File: config.mk
export PLATFORM = sky130hd
export DESIGN_NAME = mem_port
export DESIGN_NICKNAME = d
export VERILOG_FILES = /design/src/rtl/mem_port_pkg.sv /design/src/rtl/mem_port_load_align.sv /design/src/rtl/mem_port.sv
export SDC_FILE = /design/constraint.sdc
export NUM_CORES = 1
export LEC_CHECK = 0
export ABC_CLOCK_PERIOD_IN_PS = 5400
export BUFFER_PORTS_ARGS = -buffer_cell sky130_fd_sc_hd__clkbuf_2
export CAP_MARGIN = 10
export CELL_PAD_IN_SITES_DETAIL_PLACEMENT = 1
export CELL_PAD_IN_SITES_GLOBAL_PLACEMENT = 1
export CORE_MARGIN = 1
export CORE_UTILIZATION = 30
export DETAILED_ROUTE_END_ITERATION = 8
export PLACE_DENSITY_LB_ADDON = 0.1
export SLEW_MARGIN = 15
export SYNTH_ARGS = -nofsm -noshare
export SYNTH_HDL_FRONTEND = slang
export SYNTH_SLANG_ARGS = --single-unit
File: constraint.sdc
create_clock -name clk -period 5.4 [get_ports clk]
set_clock_uncertainty 0.15 [all_clocks]
set_input_delay 1.35 -clock clk [delete_from_list [all_inputs] [get_ports clk]]
set_output_delay 1.35 -clock clk [all_outputs]
set_load 0.01 [all_outputs]
File: src/rtl/mem_port_pkg.sv
// mem_port shared types and helpers.
// Size encodings, boot states, byte-lane and extend functions.
package mem_port_pkg;

  typedef enum logic [2:0] {
    MEM_B  = 3'b000,
    MEM_H  = 3'b001,
    MEM_W  = 3'b010,
    MEM_BU = 3'b100,
    MEM_HU = 3'b101
  } mem_addr_t;

  typedef enum logic [1:0] {
    ST_LOAD,
    ST_VEC,
    ST_HOLD,
    ST_RUN
  } mport_state_t;

  function automatic logic [3:0] store_be(
    input mem_addr_t  size,
    input logic [1:0] off
  );
    logic [3:0] be;
    case (size)
      MEM_B, MEM_BU: be = 4'b0001 << off;
      MEM_H, MEM_HU: be = off[1] ? 4'b1100 : 4'b0011;
      default:       be = 4'hF;
    endcase
    return be;
  endfunction

  function automatic logic [31:0] store_data(
    input mem_addr_t   size,
    input logic [31:0] d
  );
    logic [31:0] w;
    case (size)
      MEM_B, MEM_BU: w = {4{d[7:0]}};
      MEM_H, MEM_HU: w = {2{d[15:0]}};
      default:       w = d;
    endcase
    return w;
  endfunction

  function automatic logic misaligned(
    input mem_addr_t  size,
    input logic [1:0] off
  );
    logic m;
    case (size)
      MEM_B, MEM_BU: m = 1'b0;
      MEM_H, MEM_HU: m = off[0];
      default:       m = |off;
    endcase
    return m;
  endfunction

  function automatic logic [31:0] load_ext(
    input logic [31:0] word,
    input mem_addr_t   size,
    input logic [1:0]  off
  );
    logic [31:0] sh;
    logic [31:0] r;
    sh = word >> {off, 3'b000};
    case (size)
      MEM_B:   r = {{24{sh[7]}}, sh[7:0]};
      MEM_H:   r = {{16{sh[15]}}, sh[15:0]};
      MEM_BU:  r = {24'b0, sh[7:0]};
      MEM_HU:  r = {16'b0, sh[15:0]};
      default: r = sh;
    endcase
    return r;
  endfunction

endpackage

File: src/rtl/mem_port_load_align.sv
// Load return path.
// Moves the addressed byte/half to bit 0 and extends it.
module load_align
  import mem_port_pkg::*;
(
  input  logic [31:0] word_i,
  input  mem_addr_t   size_i,
  input  logic [1:0]  off_i,
  output logic [31:0] data_o
);

  assign data_o = load_ext(word_i, size_i, off_i);

endmodule

File: src/rtl/mem_port.sv
// Core-side memory port with host loader and boot sequencer.
// Owns the SRAM request path and the core reset.
module mem_port
  import mem_port_pkg::*;
#(
  parameter int          AW             = 12,
  parameter logic [31:0] RESET_VEC_ADDR = 32'h0000_0000
) (
  input  logic          clk,
  input  logic          rst,
  input  logic          mem_read,
  input  logic          mem_wren,
  input  logic [31:0]   mem_addr,
  input  mem_addr_t     mem_size,
  input  logic [31:0]   memwrite_data,
  output logic [31:0]   memread_data,
  output logic          core_rst,
  output logic          misalign,
  input  logic          host_valid,
  output logic          host_ready,
  input  logic [AW-1:0] host_addr,
  input  logic [31:0]   host_wdata,
  input  logic          host_go,
  input  logic          host_halt,
  output logic          sram_en,
  output logic [3:0]    sram_we,
  output logic [AW-1:0] sram_addr,
  output logic [31:0]   sram_wdata,
  input  logic [31:0]   sram_rdata
);

  mport_state_t state_q, state_d;
  logic         misalign_q, misalign_d;
  logic         rd_vld_q, rd_vld_d;
  logic         rd_zero_q, rd_zero_d;
  logic [1:0]   rd_off_q, rd_off_d;
  mem_addr_t    rd_size_q, rd_size_d;
  logic [31:0]  rdata_q;
  logic [31:0]  aligned;
  logic [31:0]  ret;
  logic         req_mis;
  logic         unused_addr;

  assign unused_addr = ^mem_addr[31:AW+2];
  assign req_mis     = misaligned(mem_size, mem_addr[1:0]);

  load_align u_align (
    .word_i (sram_rdata),
    .size_i (rd_size_q),
    .off_i  (rd_off_q),
    .data_o (aligned)
  );

  assign ret          = rd_vld_q ? (rd_zero_q ? 32'h0 : aligned)
                                 : rdata_q;
  assign memread_data = ret;
  assign misalign     = misalign_q;

  // Boot sequencing and request steering to the SRAM.
  always_comb begin
    state_d    = state_q;
    misalign_d = misalign_q;
    rd_vld_d   = 1'b0;
    rd_zero_d  = 1'b0;
    rd_off_d   = rd_off_q;
    rd_size_d  = rd_size_q;
    core_rst   = 1'b1;
    host_ready = 1'b0;
    sram_en    = 1'b0;
    sram_we    = 4'h0;
    sram_addr  = mem_addr[AW+1:2];
    sram_wdata = store_data(mem_size, memwrite_data);
    unique case (state_q)
      ST_LOAD: begin
        host_ready = 1'b1;
        if (host_valid) begin
          sram_en    = 1'b1;
          sram_we    = 4'hF;
          sram_addr  = host_addr;
          sram_wdata = host_wdata;
        end
        if (host_go) state_d = ST_VEC;
      end
      ST_VEC: begin
        sram_en   = 1'b1;
        sram_addr = RESET_VEC_ADDR[AW+1:2];
        rd_vld_d  = 1'b1;
        rd_off_d  = 2'b00;
        rd_size_d = MEM_W;
        state_d   = ST_HOLD;
      end
      ST_HOLD: begin
        state_d = ST_RUN;
      end
      ST_RUN: begin
        core_rst = 1'b0;
        if (host_halt) begin
          state_d = ST_LOAD;
        end else if (mem_wren) begin
          if (req_mis) begin
            misalign_d = 1'b1;
          end else begin
            sram_en = 1'b1;
            sram_we = store_be(mem_size, mem_addr[1:0]);
          end
        end else if (mem_read) begin
          rd_vld_d  = 1'b1;
          rd_off_d  = mem_addr[1:0];
          rd_size_d = mem_size;
          if (req_mis) begin
            misalign_d = 1'b1;
            rd_zero_d  = 1'b1;
          end else begin
            sram_en = 1'b1;
          end
        end
      end
      default: state_d = ST_LOAD;
    endcase
  end

  // State, sticky flag, load tracking and the read holding register.
  always_ff @(posedge clk) begin
    if (rst) begin
      state_q    <= ST_LOAD;
      misalign_q <= 1'b0;
      rd_vld_q   <= 1'b0;
      rd_zero_q  <= 1'b0;
      rd_off_q   <= 2'b00;
      rd_size_q  <= MEM_W;
      rdata_q    <= 32'h0;
    end else begin
      state_q    <= state_d;
      misalign_q <= misalign_d;
      rd_vld_q   <= rd_vld_d;
      rd_zero_q  <= rd_zero_d;
      rd_off_q   <= rd_off_d;
      rd_size_q  <= rd_size_d;
      rdata_q    <= ret;
    end
  end

endmodule
; After elaboration in Yosys (flattened, before gate mapping)
; Index checks and enable logic that the tools add are counted.
[op_classes]
n_eq_ne = 14
n_shift = 2
mux = 43
bitwise = 3
n_reduce_logical = 12
[ops]
columns = op, n
row1 = $mux 32, 4
row2 = $pmux 32 s4, 1
row3 = $pmux 32 s2, 1
row4 = $shr 32x5->32, 1
row5 = $pmux 12 s2, 1
row6 = $mux 4, 5
row7 = $pmux 4 s2, 2
row8 = $mux 1, 14
row9 = $eq 3x3->1 const B, 4
row10 = $mux 12, 1
row11 = $mux 2, 5
row12 = $ne 2x2->1 const B, 5
row13 = $mux 3, 3
row14 = $pmux 2 s4, 1
row15 = $eq 3x1->1 const B, 2
row16 = $logic_not 3->1, 2
row17 = $pmux 3 s2, 1
row18 = $reduce_or 2->1, 3
row19 = $reduce_or 5->1, 1
row20 = $eq 2x2->1 const B, 2
row21 = $pmux 1 s2, 2
row22 = $pmux 2 s2, 1
row23 = $reduce_and 4->1, 1
row24 = $reduce_bool 2->1, 2
row25 = other kinds (7), 9
[word_totals]
regBits = 42
out_inout_bits = 84

; Longest topological paths before layout
; Gate-level depths: netlist (run 1).
[logic_depth]
depth_word = 8
ltp_mapped = 7
depth_no_buf = 5

; By module
; From an unflattened synthesis (run 1), not the netlist that was laid out.
[unflattened]
hier_cells = 506
area_unflattened_um2 = 3420.8
[by_module_without_submodules]
columns = mod, instances, cells_per_inst, area_per_inst_um2, seq_area_each_um2
row1 = mem_port, 1, 399, 2726.4, 840.8
row2 = load_align, 1, 107, 694.4, 0.0

; Worst setup path after synthesis (run 1)
; OpenSTA, ideal clock, no wires.
[synth_path]
kind = input port to output port
from = in mem_size[1]
to = out sram_we[1]
arrival_ps = 2332
required_ps = 3900
setup_slack_ps = 1568
path_stages = 4
n_path_buf = 0
path_cell_list = or2_2 -> a221oi_1 -> o21ai_0 -> a21oi_1
[synth_via]
elab_chain_len = 7
word_cells_on_any_way = 12
[synth_rtl]
columns = item, line
row1 = "start, declared", mem_port.sv:14  ; input mem_addr_t mem_size,
row2 = "$eq 3x1->1, or another cell as far along", "mem_port_pkg.sv:25, mem_port_pkg.sv:51"
row3 = $reduce_or 2->1, "mem_port_pkg.sv:25, mem_port_pkg.sv:51"
row4 = $pmux 4 s2 / $pmux 1 s2 (equally long branches), "mem_port_pkg.sv:25, mem_port_pkg.sv:51"
row5 = $mux 4 *, mem_port.sv:100  ; if (req_mis) begin
row6 = $mux 4 *, mem_port.sv:99  ; end else if (mem_wren) begin
row7 = $mux 4 *, mem_port.sv:97  ; if (host_halt) begin
row8 = $pmux 4 s2 *, mem_port.sv:73  ; unique case (state_q)
row9 = "end, declared", mem_port.sv:26  ; output logic [3:0] sram_we,
; Every way passes the cells marked *; elsewhere a longest branch is shown, timed or not.

; Worst setup path in the final report (run 1)
[layout_path]
from = in mem_size[0]
to = out sram_we[3]
; The elaborated chain is that of the path after synthesis.

==> run summary, run 1 <==
Power Total = 0.00166 W
Num CTS Buffers = 5
Switching Share = 44.3%
Total negative slack = 0 ps
Fmax = 228 MHz
DRT Wirelength = 12.7 mm
Comb pwr share = 59.3%
Vias in the first global route = 3,973
Root buffer cell = clkbuf_16
Ratio of cells with drive above 1 in the final layout = 37.7%
Post-CTS Setup Bufs = 0
Placed insts = 787
Hold Vio Cnt, Final = 0
Final Critical Period = 4380 ps
Critical path endpoint category = output pin
Setup CP Type = in2out
Area growth syn-to-layout = 36.5%
Post-CTS Resized = 0
Ys Warns = 0
Die height = 109 um
Mapped cell area = 0.00341 sq mm
Status = finished, final reports clean
Final Wtd Congestion = 0.753
Tcrit/Tclk final = 81.2%
Tot GR Track Use = 21.2%
Clk_lat worst skew = 280 ps
Sw Pwr = 0.000736 W
Int Power = 0.000923 W
Pin count of the biggest net entering global routing = 57
Core footprint = 0.0109 sq mm
Clock power share = 18.3%
Clock-pin slew on the worst setup and hold paths = 60 ps
Worst min path class = reg2reg
RSZ-0062 raised after global routing = false
Io pins = 234
Final core occ = 42.5%
Hpwl dp = 9.99 mm
Post-Syn Nets = 617
CTS Hold Bufs = 0
Vias post-DR = 4,067
Max Cap Viol = 0
Critical Path Fanout Max = 13
Sequential area share after synthesis = 24.7%
Distinct cells, synth = 40
N_diodes = 0
Total Die Area = 0.0118 sq mm
CTS tree = yes
# DRC = 0
Syn_area_per_cell = 7.36 sq um
Port buffer count = 215
Wire per inst = 16.0 um
Maximum clock path buffer count = 2
Final setup fails = 0
Nets = 808
Yosys reg bits = 42
First-pass GRT wire length = 19.7 mm
Most frequent cells in the layout = 215 x clkbuf_2, 94 x nand2_1, 55 x mux2i_1
Worst vdd ir = 0.000185 V
Synth area leader = dfxtp_1
Number of enable flip-flop cells after synthesis = 0
Final Max Tran Viols = 0
Finished Layout Cells = 795
Data arrival time of the worst path = 2880 ps
Critical path launch point type = primary input
Clk sinks = 42
Asr flop ratio synth = 0%
Static leakage = 2.30 nW
# rows = 38
Post-Synthesis Cells = 463
Initial antenna violation count = 0
Top cells by area, synth = dfxtp_1 25%, mux2i_1 16%, nand2_1 10%
Worst-Margin Slew = 1020 ps
Starting Density = 31.1%
Top_reg_cell synth = dfxtp_1
Commonest non-fill, non-tap cell in the layout = clkbuf_2
1st-iter DRT viols = 126
Number of routed nets with antenna violations = 0
Yosys top cell area share = 24.7%
Vias/cell = 5.12
GRT Residual Overflow = 0
H-Tree Depth = 2
PD cells = 357 mW/mm^2
Sequential cell fraction of total power = 22.5%
Die X-Extent = 109 um
Slew headroom = 31.8%
Drt pass-1 iters = 4
Crit path required time = 3900 ps
==> worst paths after layout <==
| check | start | endpoint | slack [ps] | cells after the start |
|---|---|---|---|---|
| setup / recovery | mem_size[0] | sram_we[3] | 1020 | 6 |
| setup reg to reg | rd_off_q[1] | rdata_q[31] | 3140 | 5 |
| hold reg to reg | rdata_q[15] | rdata_q[15] | 320 | 2 |
| hold / removal | rdata_q[15] | rdata_q[15] | 320 | 2 |
==> cell type report <==
class,instances,area [sq um]
Sequential cell,42,841
Clock inverter,1,5.00
Fill cell,1464,6290
Multi-Input combinational cell,380,2360
Tap cell,140,175
Timing Repair Buffer,219,1110
Inverter,6,22.5
Clock buffer,7,143
==> synth_stat cells, types with 2 or more instances <==
master,n
nor2b_1,13
mux2i_1,55
nand2_1,94
and2_1,2
inv_1,6
nand3b_1,10
a22oi_1,9
a21o_1,2
buf_6,6
mux2_2,12
buf_2,8
o21ai_0,43
dfxtp_1,42
a31oi_1,7
ha_1,4
nor3_1,5
a21oi_1,43
a22o_1,11
nor2_1,27
clkbuf_1,20
nor2_2,2
or3_1,3
nand2b_1,11
nand3_1,12
==> critical path: stages <==
cell and delay (ps):
clkbuf_2 260, or2_2 400, a221oi_1 360, o21ai_0 170
a21oi_1 170, clkbuf_2 160
==> cells by family after synthesis <==
logic type / count (synthesis) / share of synthesized area, %
buffers and inverters: 41 / 6.13
multiplexers: 69 / 21.2
flip-flops: 42 / 24.7
AO/OA/AOI/OAI: 122 / 20.8
adder cells (fa/ha/maj): 4 / 1.47
AND/OR/NAND/NOR: 185 / 25.6
==> sequential cells by signal (all words and copies together), names as in the netlist <==
name / count
rd_size_q: 3
state_q: 2
rdata_q: 32
rd_zero_q: 1
rd_off_q: 2
misalign: 1
rd_vld_q: 1
==> power by group through the flow <==
stage	logic [W]	registers, W	clock network [W]
final	0.000983	0.000373	0.000303
after global routing	0.00109	0.000378	0.000322
after CTS	0.000999	0.000373	0.000312
after detailed placement	0.000993	0.000380	0
after global placement	0.000978	0.000377	0
after floorplan	0.000594	0.000374	0
==> metal layers <==
metal	wire (um)	GRT usage [%]	up-vias
met5	0	0	-
met4	127	4.34	0
met3	808	4.70	7
met2	6500	39.3	137
met1	5280	24.7	1920
li1	-	-	2003
==> stage by stage <==
step | area, sq um | setup slack, ps | hold WS, ps
2_1_floorplan | 3410 | 1570 | 299
3_3_place_gp | 4500 | 1040 | 308
3_5_place_dp | 4500 | 970 | 316
4_1_cts | 4650 | 964 | 326
5_1_grt | 4650 | 806 | 362
6_report | 4650 | 1020 | 321
(Power assumes the default switching activity.)
==> run 2: changes to the inputs <==
--- a/config.mk
+++ b/config.mk
@@ -5,13 +5,14 @@
 export SDC_FILE = /design/constraint.sdc
 export NUM_CORES = 1
 export LEC_CHECK = 0
-export ABC_CLOCK_PERIOD_IN_PS = 5400
+export ABC_AREA = 1
+export ABC_CLOCK_PERIOD_IN_PS = 4500
 export BUFFER_PORTS_ARGS = -buffer_cell sky130_fd_sc_hd__clkbuf_2
 export CAP_MARGIN = 10
 export CELL_PAD_IN_SITES_DETAIL_PLACEMENT = 1
 export CELL_PAD_IN_SITES_GLOBAL_PLACEMENT = 1
 export CORE_MARGIN = 1
-export CORE_UTILIZATION = 30
+export CORE_UTILIZATION = 27
 export DETAILED_ROUTE_END_ITERATION = 8
 export PLACE_DENSITY_LB_ADDON = 0.1
 export SLEW_MARGIN = 15
==> constraint.sdc (replaced) <==
create_clock -name clk -period 4.5 [get_ports clk]
set_clock_uncertainty 0.15 [all_clocks]
set_input_delay 1.125 -clock clk [delete_from_list [all_inputs] [get_ports clk]]
set_output_delay 1.125 -clock clk [all_outputs]
set_load 0.01 [all_outputs]
==> run summary, run 2 <==
Critical path launch point type = primary input
Hpwl dp = 11.2 mm
H-Tree Depth = 2
GRT Residual Overflow = 0
Max Cap Viol = 0
Setup CP Type = in2out
CTS tree = yes
Pin count of the biggest net entering global routing = 49
Buf/Inv on CP = 3
Area growth syn-to-layout = 36.0%
Worst Hold Slack = 321 ps
Post-Syn Nets = 762
Mapped cell area = 0.00352 sq mm
Syn_area_per_cell = 5.78 sq um
Largest Register = rdata_q
Total negative slack = 0 ps
1st-iter DRT viols = 221
Final core occ = 37.7%
Slew headroom = 34.0%
Commonest non-fill, non-tap cell in the layout = nand2_1
PD cells = 454 mW/mm^2
Nets = 951
Flop2flop setup slack = 2530 ps
Port buffer count = 215
Root buffer cell = clkbuf_16
Top_reg_cell synth = dfxtp_1
Critical path launch point = host_valid
Sequential area share after synthesis = 23.9%
Post-Synthesis Cells = 608
Yosys reg bits = 42
Ratio of cells with drive above 1 in the final layout = 32.7%
Most frequent cells in the layout = 233 x nand2_1, 215 x clkbuf_2, 75 x a21oi_1
Reg2Reg Launch Point = rd_size_q[1]
Clk_lat worst skew = 290 ps
CP endpoint = sram_wdata[20]
DRT Wirelength = 13.9 mm
Yosys top cell area share = 24.9%
Core footprint = 0.0127 sq mm
Number of enable flip-flop cells after synthesis = 0
FF-to-FF End = rdata_q[20]
Worst vdd ir = 0.000192 V
Data arrival time of the worst path = 2540 ps
Final Critical Period = 3810 ps
Starting Density = 27.8%
Final Max Tran Viols = 0
RSZ-0062 raised after global routing = false
N_diodes = 0
Hold Vio Cnt, Final = 0
Drt pass-1 iters = 4
Clock-pin slew on the worst setup and hold paths = 60 ps
Most frequent cell after synthesis = nand2_1
Worst-Margin Slew = 990 ps
Post-CTS Setup Bufs = 0
Fin area = 0.00478 sq mm
# DRC = 0
Critical path, cell by cell = clkbuf_2 -> nand2_1 -> buf_4 -> o21ai_0 -> o21ai_0 -> clkbuf_2
Cells on worst reg2reg path = 7
Maximum clock path buffer count = 2
Number of routed nets with antenna violations = 0
Synth area leader = nand2_1
Levels on crit path = 6
Ys Warns = 0
Slowest cell on the critical path = buf_4
Max incr delay on CP = 430 ps
Worst min path class = reg2reg
Total Die Area = 0.0135 sq mm
Distinct cells, synth = 32
Crit path required time = 3220 ps
Fillers = 1,814
# rows = 41
Initial antenna violation count = 0
Top cells by count, synth = 233 x nand2_1, 75 x a21oi_1, 56 x o21ai_0, 42 x dfxtp_1, 41 x nand3_1
Static leakage = 2.60 nW
Vias/cell = 4.74
CTS Hold Bufs = 0
Critical Path Fanout Max = 48
Die X-Extent = 116 um
Wire per inst = 14.3 um
Status = finished, final reports clean
Post-CTS Resized = 0
Top cells by area, synth = nand2_1 25%, dfxtp_1 24%, a21oi_1 11%
Tcrit/Tclk final = 84.7%
Num CTS Buffers = 5
Tot GR Track Use = 20.6%
Asr flop ratio synth = 0%
Final Wtd Congestion = 0.790
Vias post-DR = 4,598
Critical path endpoint category = output pin
Io pins = 234
Clk sinks = 42
Final setup fails = 0
Largest delay contributor family on the critical path = buffers and inverters
First-pass GRT wire length = 21.8 mm
Vias in the first global route = 4,487
Post-DP Area = 0.00462 sq mm
Max reg flops = 32
Die height = 116 um
Largest regs = rdata_q (32), rd_size_q (3)
Fmax = 262 MHz
-- run 2: cell types whose count changed after synthesis, moves of 26 or more --
cell     before  now
nand3_1      12   41
a21oi_1      43   75
nand2_1      94  233
mux2i_1      55    0
inv_1         6   32
-- run 2: worst min-delay path by stage --
stage / from / end / slack (ps) / depth (start not counted)
after floorplan: rd_size_q[0] / rd_size_q[0] / 290 / 2
after global placement: rd_size_q[0] / rd_size_q[0] / 300 / 2
after detailed placement: rdata_q[13] / rdata_q[13] / 320 / 2
after CTS: rd_size_q[0] / rd_size_q[0] / 330 / 2
after global routing: rdata_q[14] / rdata_q[14] / 340 / 2
final: rd_size_q[0] / rd_size_q[0] / 320 / 2
-- run 2: final cells by class --
cell class / instances / area [sq um] / share of cell area, %
clock buffer: 6 / 129 / 2.69
inverter: 37 / 149 / 3.11
timing repair buffer: 222 / 1130 / 23.6
multi-input combinational: 489 / 2280 / 47.7
clock inverter: 2 / 37.5 / 0.785
sequential: 42 / 841 / 17.6
tap: 172 / 215 / 4.50
-- run 2: through the flow --
| step | cells | power (W) | setup slack, ps |
|---|---|---|---|
| 2_1_floorplan | 608 | 0.00131 | 1170 |
| 5_1_grt | 970 | 0.00237 | 533 |
| 6_report | 970 | 0.00217 | 686 |
| 3_5_place_dp | 962 | 0.00179 | 684 |
| 4_1_cts | 970 | 0.00221 | 674 |
| 3_3_place_gp | 962 | 0.00176 | 746 |
-- run 2: routing by layer --
metal / GRT usage, % / vias up / routed length [um]
met5: 0 / - / 0
met4: 5.73 / 0 / 158
met3: 5.03 / 13 / 939
met2: 38.2 / 135 / 7190
met1: 23.2 / 2094 / 5580
li1: - / 2356 / -
-- run 2: logic make-up after synthesis --
kind of cell	after synthesis	synth area share [%]
compound gates	154	24.1
fa+ha+maj	4	1.42
buf+inv	77	11.2
flops	42	23.9
simple gates	331	39.3
-- run 2: power by group --
group,switching (W),internal [W]
logic,0.000813,0.000471
clock network,0.000153,0.000262
registers,0.0000409,0.000433
-- run 2: worst min-delay path: stages (launching register included) --
cell	delay, ps
dfxtp_1	310
nand2_1	60
a21oi_1	50
